$ cat config.mk
export PLATFORM = sky130hd
export DESIGN_NAME = decoder_onehot_seq
export DESIGN_NICKNAME = d
export VERILOG_FILES = /design/src/rtl/decoder_pkg.sv /design/src/rtl/onehot_dec.sv /design/src/rtl/decoder_onehot_seq.sv
export SDC_FILE = /design/constraint.sdc
export NUM_CORES = 1
export LEC_CHECK = 0
export BUFFER_PORTS_ARGS = -buffer_cell sky130_fd_sc_hd__buf_4
export CORE_AREA = 2 2 39 41
export CTS_BUF_LIST = sky130_fd_sc_hd__clkbuf_2 sky130_fd_sc_hd__clkbuf_4 sky130_fd_sc_hd__clkbuf_8
export DETAILED_ROUTE_END_ITERATION = 16
export DIE_AREA = 0 0 41 43
export GPL_TIMING_DRIVEN = 0
export SLEW_MARGIN = 20
export SYNTH_ARGS = -nofsm -noshare
export SYNTH_HDL_FRONTEND = slang
export SYNTH_SLANG_ARGS = --single-unit
$ cat constraint.sdc
create_clock -name clk -period 3.1 [get_ports clk]
set_input_delay 0.465 -clock clk [delete_from_list [all_inputs] [get_ports clk]]
set_output_delay 0.465 -clock clk [all_outputs]
set_load 0.02 [all_outputs]
$ cat src/rtl/decoder_pkg.sv
// Shared constants for the registered one-hot decoder:
// hold modes, FSM encoding and stretch counter sizing.
package decoder_pkg;

  localparam logic [1:0] MODE_PULSE   = 2'd0;
  localparam logic [1:0] MODE_LEVEL   = 2'd1;
  localparam logic [1:0] MODE_STRETCH = 2'd2;

  typedef enum logic [1:0] {
    IDLE = 2'd0,
    HOLD = 2'd1,
    STR  = 2'd2
  } state_t;

  function automatic int cnt_width(input int stretch);
    return (stretch <= 2) ? 1 : $clog2(stretch);
  endfunction

endpackage

$ cat src/rtl/onehot_dec.sv
// Combinational binary-to-one-hot decode with an out-of-range
// flag for indices at or beyond NUM_OUT.
module onehot_dec
  import decoder_pkg::*;
#(
  parameter int SEL_W   = 2,
  parameter int NUM_OUT = 2 ** SEL_W
) (
  input  logic [SEL_W-1:0]   sel,
  output logic [NUM_OUT-1:0] onehot,
  output logic               out_of_range
);

  always_comb begin
    onehot = '0;
    for (int i = 0; i < NUM_OUT; i++) begin
      onehot[i] = (32'(sel) == 32'(i));
    end
    out_of_range = (32'(sel) >= 32'(NUM_OUT));
  end

endmodule

$ cat src/rtl/decoder_onehot_seq.sv
// Registered one-hot decoder with valid/ready accept, pulse,
// level and stretch hold modes, and out-of-range error pulse.
module decoder_onehot_seq
  import decoder_pkg::*;
#(
  parameter int SEL_W   = 2,
  parameter int NUM_OUT = 2 ** SEL_W,
  parameter int STRETCH = 4
) (
  input  logic               clk,
  input  logic               rst,
  input  logic               en,
  input  logic [1:0]         mode,
  input  logic               in_valid,
  output logic               in_ready,
  input  logic [SEL_W-1:0]   sel,
  output logic [NUM_OUT-1:0] q,
  output logic               out_valid,
  output logic               err
);

  localparam int CNT_W = cnt_width(STRETCH);
  localparam logic [CNT_W-1:0] CNT_INIT = CNT_W'(STRETCH - 1);

  state_t             state_q, state_d;
  logic [CNT_W-1:0]   cnt_q, cnt_d;
  logic [NUM_OUT-1:0] q_q, q_d;
  logic               err_q, err_d;
  logic               ov_q, ov_d;

  logic [NUM_OUT-1:0] dec_oh;
  logic               dec_oor;
  logic               accept;

  onehot_dec #(
    .SEL_W  (SEL_W),
    .NUM_OUT(NUM_OUT)
  ) u_dec (
    .sel         (sel),
    .onehot      (dec_oh),
    .out_of_range(dec_oor)
  );

  always_ff @(posedge clk or posedge rst) begin
    if (rst) begin
      state_q <= IDLE;
      cnt_q   <= '0;
      q_q     <= '0;
      err_q   <= 1'b0;
      ov_q    <= 1'b0;
    end else begin
      state_q <= state_d;
      cnt_q   <= cnt_d;
      q_q     <= q_d;
      err_q   <= err_d;
      ov_q    <= ov_d;
    end
  end

  assign in_ready = en && (state_q != STR);
  assign accept   = in_valid && in_ready;

  always_comb begin
    state_d = state_q;
    if (!en) begin
      state_d = IDLE;
    end else if (accept) begin
      state_d = IDLE;
      if (!dec_oor) begin
        unique case (1'b1)
          (mode == MODE_LEVEL):   state_d = HOLD;
          (mode == MODE_STRETCH): state_d = STR;
          default:                state_d = IDLE;
        endcase
      end
    end else if (state_q == STR && cnt_q == '0) begin
      state_d = IDLE;
    end
  end

  // Datapath: stretch counts down while q holds, HOLD keeps q.
  always_comb begin
    q_d   = '0;
    cnt_d = '0;
    err_d = 1'b0;
    if (!en) begin
      q_d = '0;
    end else if (accept) begin
      err_d = dec_oor;
      q_d   = dec_oor ? '0 : dec_oh;
      if (!dec_oor && mode == MODE_STRETCH) begin
        cnt_d = CNT_INIT;
      end
    end else begin
      unique case (state_q)
        HOLD:    q_d = q_q;
        STR: begin
          if (cnt_q != '0) begin
            q_d   = q_q;
            cnt_d = cnt_q - 1'b1;
          end
        end
        default: q_d = '0;
      endcase
    end
    ov_d = |q_d;
  end

  assign q         = q_q;
  assign out_valid = ov_q;
  assign err       = err_q;

endmodule

==> results of run 1 <==
## stage by stage
stage               hold slack, ns  utilization [%]
finish                       0.151             44.8
global route                 0.193             44.8
CTS                          0.159             44.8
detailed placement           0.455             42.7
global placement             0.458             42.7
floorplan                    0.293                -
## per-layer routing
layer / vias up / GRT usage (%) / share of wire, %
met4: 0 / 14.0 / 5.2
li1: 190 / - / -
met5: - / 0 / 0
met2: 11 / 16.9 / 45
met1: 180 / 16.4 / 45
met3: 5 / 3.66 / 4.9
## cell usage after synthesis, drive strengths merged
cell	n
or2b	1
o31ai	2
nor2b	1
nand2	1
nand3	1
a21o	2
a21oi	2
nor2	1
and3b	1
conb	1
nand3b	1
o2bb2ai	1
a41o	1
inv	5
dfrtp	9
a22o	1
nand2b	2
nor3	2
ha	2
o21bai	1
or2	1
buf	1
o211a	1
nor4	1
a32o	2
## sequential cells by signal (all words and copies together), names as in the netlist
register   flops
out_valid      1
cnt_q          2
q              4
state_q        2
## worst max-delay path: stages (launching register included)
cell	delay (ns)
dfrtp_1	0.39
inv_1	0.06
ha_1	0.30
nor2b_1	0.08
buf_4	0.16
## cell families (layout without fill, tap and decap cells)
logic type | after synthesis | in the layout | share of synthesized area [%]
buffers and inverters | 6 | 23 | 5.56
DFF | 9 | 9 | 47.6
other | 1 | 1 | 0.793
AOI/OAI and AO/OA | 13 | 13 | 23.3
adders and majority gates | 2 | 2 | 5.29
and+or+nand+nor | 13 | 13 | 17.5
## cells in the final DEF, fill, tap and decap left out, types with 2 or more instances in the layout
| master | synthesis | layout |
|---|---|---|
| a21o_1 | 2 | 2 |
| a32o_1 | 2 | 2 |
| buf_4 | 1 | 14 |
| clkbuf_4 | 0 | 4 |
| dfrtp_1 | 9 | 9 |
| ha_1 | 2 | 2 |
| inv_1 | 5 | 5 |
| nand2b_1 | 2 | 2 |
| o31ai_1 | 2 | 2 |
## power by group
part           internal [mW]  switching [mW]  leakage (nW)
Clock                 0.0586          0.0452        0.0184
Sequential             0.121         0.00277         0.123
Combinational         0.0185          0.0204         0.189
Total                  0.198          0.0684         0.330
## layout make-up
class	count	area share, %
timing repair buffer	13	15.7
multi-input combinational	29	35.7
tap	16	3.23
inverter	5	3.02
sequential	9	36.3
buffer	1	1.21
clock buffer	4	4.84
## worst max-delay path by stage
stage,from,to,slack [ns],cells after the start
2_1_floorplan,state_q[0],in_ready,1.65,3
3_3_place_gp,state_q[0],in_ready,1.68,4
3_5_place_dp,state_q[0],in_ready,1.66,4
4_1_cts,state_q[0],in_ready,1.36,4
5_1_grt,state_q[0],in_ready,1.29,4
6_report,state_q[0],in_ready,1.38,4
==> impl_metrics.env, run 1 <==
export IMPL_clockBufferDepth=2
export IMPL_antenna_cells=0
export IMPL_yosys_area_top_type_share_pct=47.6
export IMPL_power_mw=0.267
export IMPL_layoutNonFillerInstCount=77
export IMPL_rsz0062_at_grt="no"
export IMPL_antenna_found_initial=0
export IMPL_core_area_um2=1380
export IMPL_root_buffer="clkbuf_4"
export IMPL_floorplan_die_area_um2=1760
export IMPL_ctsResizeCount=0
export IMPL_path_clk_slew_ns=0.06
export IMPL_die_y_um=43
export IMPL_synth_cell_type_count=27
export IMPL_grt_usage_pct=13.3
export IMPL_ios=15
export IMPL_crit_arrival_ns=1.26
export IMPL_tns_ns=0
export IMPL_overflow=0
export IMPL_yosysWarnings=0
export IMPL_postCtsSetupRepairBufs=0
export IMPL_status="finished, final reports clean"
export IMPL_final_hold_viol_count=0
export IMPL_power_density_nw_per_um2=430
export IMPL_syn_avg_cell_area_um2=10.7
export IMPL_rows=14
export IMPL_drtIter0Drc=3
export IMPL_reg2reg_slack_ns=1.66
export IMPL_die_w_um=41
export IMPL_synth_cells=44
export IMPL_regToRegEndpoint="cnt_q[0]"
export IMPL_fin_nets=72
export IMPL_grt_max_degree=10
export IMPL_hpwl_um=704
export IMPL_dp_cells=73
export IMPL_period_needed_ns=1.72
export IMPL_max_freq_ghz=0.580
export IMPL_ys_seq_area_share_pct=47.6
export IMPL_worst_setup_path_end_kind="output port"
export IMPL_fill_cells=144
export IMPL_crit_required_ns=2.63
export IMPL_fin_ws_ns=1.38
export IMPL_finClkSkew_ns=0.00213
export IMPL_leakage_nw=0.330
export IMPL_cts_tree="yes"
export IMPL_ant_nets=0
export IMPL_ys_ff_latch=9
export IMPL_placed_area_um2=591
export IMPL_io_buffer_count=13
export IMPL_multiInputGateArea_um2=221
export IMPL_setup_viol=0
export IMPL_worstSetupPathType="reg -> out"
export IMPL_place_congestion=0.741
export IMPL_drc=0
export IMPL_synth_area_leaders="dfrtp_1 48%, ha_1 5.3%, a32o_1 4.2%, inv_1 4.0%, a21o_1 3.2%"
export IMPL_drt_total_wl_um=925
export IMPL_wl_per_cell_um=12.0
export IMPL_layout_drive_gt1_share_pct=34.4
export IMPL_drv_cap=0
export IMPL_regArea_um2=225
export IMPL_htree_num_levels=1
export IMPL_final_period_utilization_pct=55.6
export IMPL_syn_cell_area_um2=473
export IMPL_synth_area_leader_cell="dfrtp_1"
export IMPL_synth_fp_nets=54
export IMPL_finalMaxSlewViolations=0
export IMPL_start_util_pct=34.2
export IMPL_area_growth_pct=31.2
export IMPL_grt_pass1_vias=364
export IMPL_cts_sinks=9
export IMPL_cts_hold_fix_buffers=0
export IMPL_firstDrtPassIters=3
export IMPL_cp_max_fo=9
export IMPL_place_ws_ns=1.66
export IMPL_hp_class="in -> async"
export IMPL_vias_per_cell=5.01
export IMPL_vdd_drop_max_uv=189
export IMPL_via_count=386
export IMPL_crit_path_start_kind="register"
export IMPL_cts_buffers=3
export IMPL_reg2reg_from="state_q[0]"
export IMPL_r2r_cells=5
export IMPL_final_area_um2=621
export IMPL_grt_pass1_wl_um=1500
export IMPL_worstSkewPairLatency_ns=0.27
(Power assumes the default switching activity.)
==> inputs of run 2 (changes only) <==
Clock period 3.1 ns to 1.5 ns, I/O delays scaled along.
==> impl_metrics.env, run 2 (synthesized netlist as in run 1, its figures left out) <==
export IMPL_drt_total_wl_um=975
export IMPL_drtIter0Drc=4
export IMPL_cts_tree="yes"
export IMPL_clockBufferDepth=2
export IMPL_layoutNonFillerInstCount=78
export IMPL_grt_pass1_wl_um=1520
export IMPL_fin_nets=73
export IMPL_placed_area_um2=591
export IMPL_fin_hold_ws_ns=0.150
export IMPL_grt_pass1_vias=376
export IMPL_whs_path_depth=2
export IMPL_ant_nets=0
export IMPL_final_hold_viol_count=0
export IMPL_io_buffer_count=13
export IMPL_worstSetupPathType="reg -> out"
export IMPL_status="finished, final reports clean"
export IMPL_min_from="sel[0]"
export IMPL_place_congestion=0.741
export IMPL_crit_arrival_ns=1.21
export IMPL_antenna_cells=0
export IMPL_r2r_cells=5
export IMPL_final_period_utilization_pct=95.7
export IMPL_drc=0
export IMPL_vias_per_cell=5.06
export IMPL_final_area_um2=633
export IMPL_wl_per_cell_um=12.5
export IMPL_largest_reg_flops=4
export IMPL_max_freq_ghz=0.697
export IMPL_power_mw=0.556
export IMPL_final_common_cell="buf_4"
export IMPL_setup_viol=0
export IMPL_hp_class="in -> reg"
export IMPL_period_needed_ns=1.43
export IMPL_dp_cells=73
export IMPL_final_cell_mix="14 x buf_4, 9 x dfrtp_1, 5 x inv_1"
export IMPL_layout_drive_gt1_share_pct=35.5
export IMPL_cts_sinks=9
export IMPL_via_count=395
export IMPL_path_clk_slew_ns=0.06
export IMPL_crit_required_ns=1.27
export IMPL_firstDrtPassIters=3
export IMPL_ios=15
export IMPL_grt_max_degree=10
export IMPL_overflow=0
export IMPL_worst_setup_path_end_kind="output port"
export IMPL_htree_num_levels=1
export IMPL_reg2reg_from="state_q[1]"
export IMPL_die_w_um=41
export IMPL_postCtsSetupRepairBufs=0
export IMPL_drv_cap=0
export IMPL_core_area_um2=1380
export IMPL_finalMaxSlewViolations=0
export IMPL_leakage_nw=0.333
export IMPL_crit_start="state_q[0]"
export IMPL_worstSkewPairLatency_ns=0.27
export IMPL_finClkSkew_ns=0.000371
export IMPL_area_growth_pct=33.9
export IMPL_cts_buffers=3
export IMPL_final_util_pct=45.8
export IMPL_floorplan_die_area_um2=1760
export IMPL_cp_max_fo=9
export IMPL_power_density_nw_per_um2=878
export IMPL_start_util_pct=34.2
export IMPL_rows=14
export IMPL_grt_usage_pct=13.5
export IMPL_crit_path_start_kind="register"
export IMPL_root_buffer="clkbuf_4"
export IMPL_antenna_found_initial=0
export IMPL_hpwl_um=704
export IMPL_die_y_um=43
export IMPL_vdd_drop_max_uv=406
## run 2: changes by cell type in the layout (fill, tap and decap cells not counted)
cell           previous run  this run
ha_2                      0         1
dlygate4sd3_1             0         1
ha_1                      2         1
## run 2: power by group
group | total [mW] | internal, mW | leakage (nW) | switching [mW]
registers | 0.257 | 0.251 | 0.123 | 0.00601
clock network | 0.216 | 0.121 | 0.0184 | 0.0951
logic | 0.0829 | 0.0402 | 0.192 | 0.0426
total | 0.556 | 0.412 | 0.333 | 0.144
## run 2: final timing paths
check / slack (ns) / to
worst min register to register: 0.51 / cnt_q[0]
worst max register to register: 0.08 / q[1]
worst max-delay path: 0.07 / in_ready
worst min-delay path: 0.15 / q[2]
min in group asynchronous: 0.47 / state_q[0]
max in group asynchronous: 0.79 / q[2]
## run 2: cell type report
class	instances	area [um2]
plain buffers	1	7.51
inverters	5	18.8
repair buffers	14	108
fillers	144	751
multi-input cells	29	224
flip-flops and latches	9	225
well taps	16	20.0
clock buffers	4	30.0
## run 2: timing repair
| item | CTS | global route |
|---|---|---|
| hold buffers | 1 | 0 |
| endpoints found under the hold margin | 9 | 0 |
| endpoints found under the setup margin | 0 | 4 |
| gates resized for setup | 0 | 1 |
## run 2: layer usage
metal,vias to the layer above,wire (um),share of wire (%),track usage (%)
met3,5,47,4.8,3.66
met1,188,417,43,16.4
met5,-,0,0,0
met4,0,54,5.5,14.0
met2,11,456,47,17.5
li1,191,-,-,-
## run 2: worst max-delay path, cell delays in order, from the launching register on
cell	delay [ns]
dfrtp_1	0.40
inv_1	0.07
ha_2	0.25
nor2b_1	0.06
buf_4	0.15
## run 2: through the flow
step | TNS (ns) | setup WS [ns]
floorplan | 0 | 0.192
global placement | 0 | 0.0797
detailed placement | 0 | 0.0671
CTS | 0 | 0.00290
global route | -0.0126 | -0.0126
finish | 0 | 0.0651
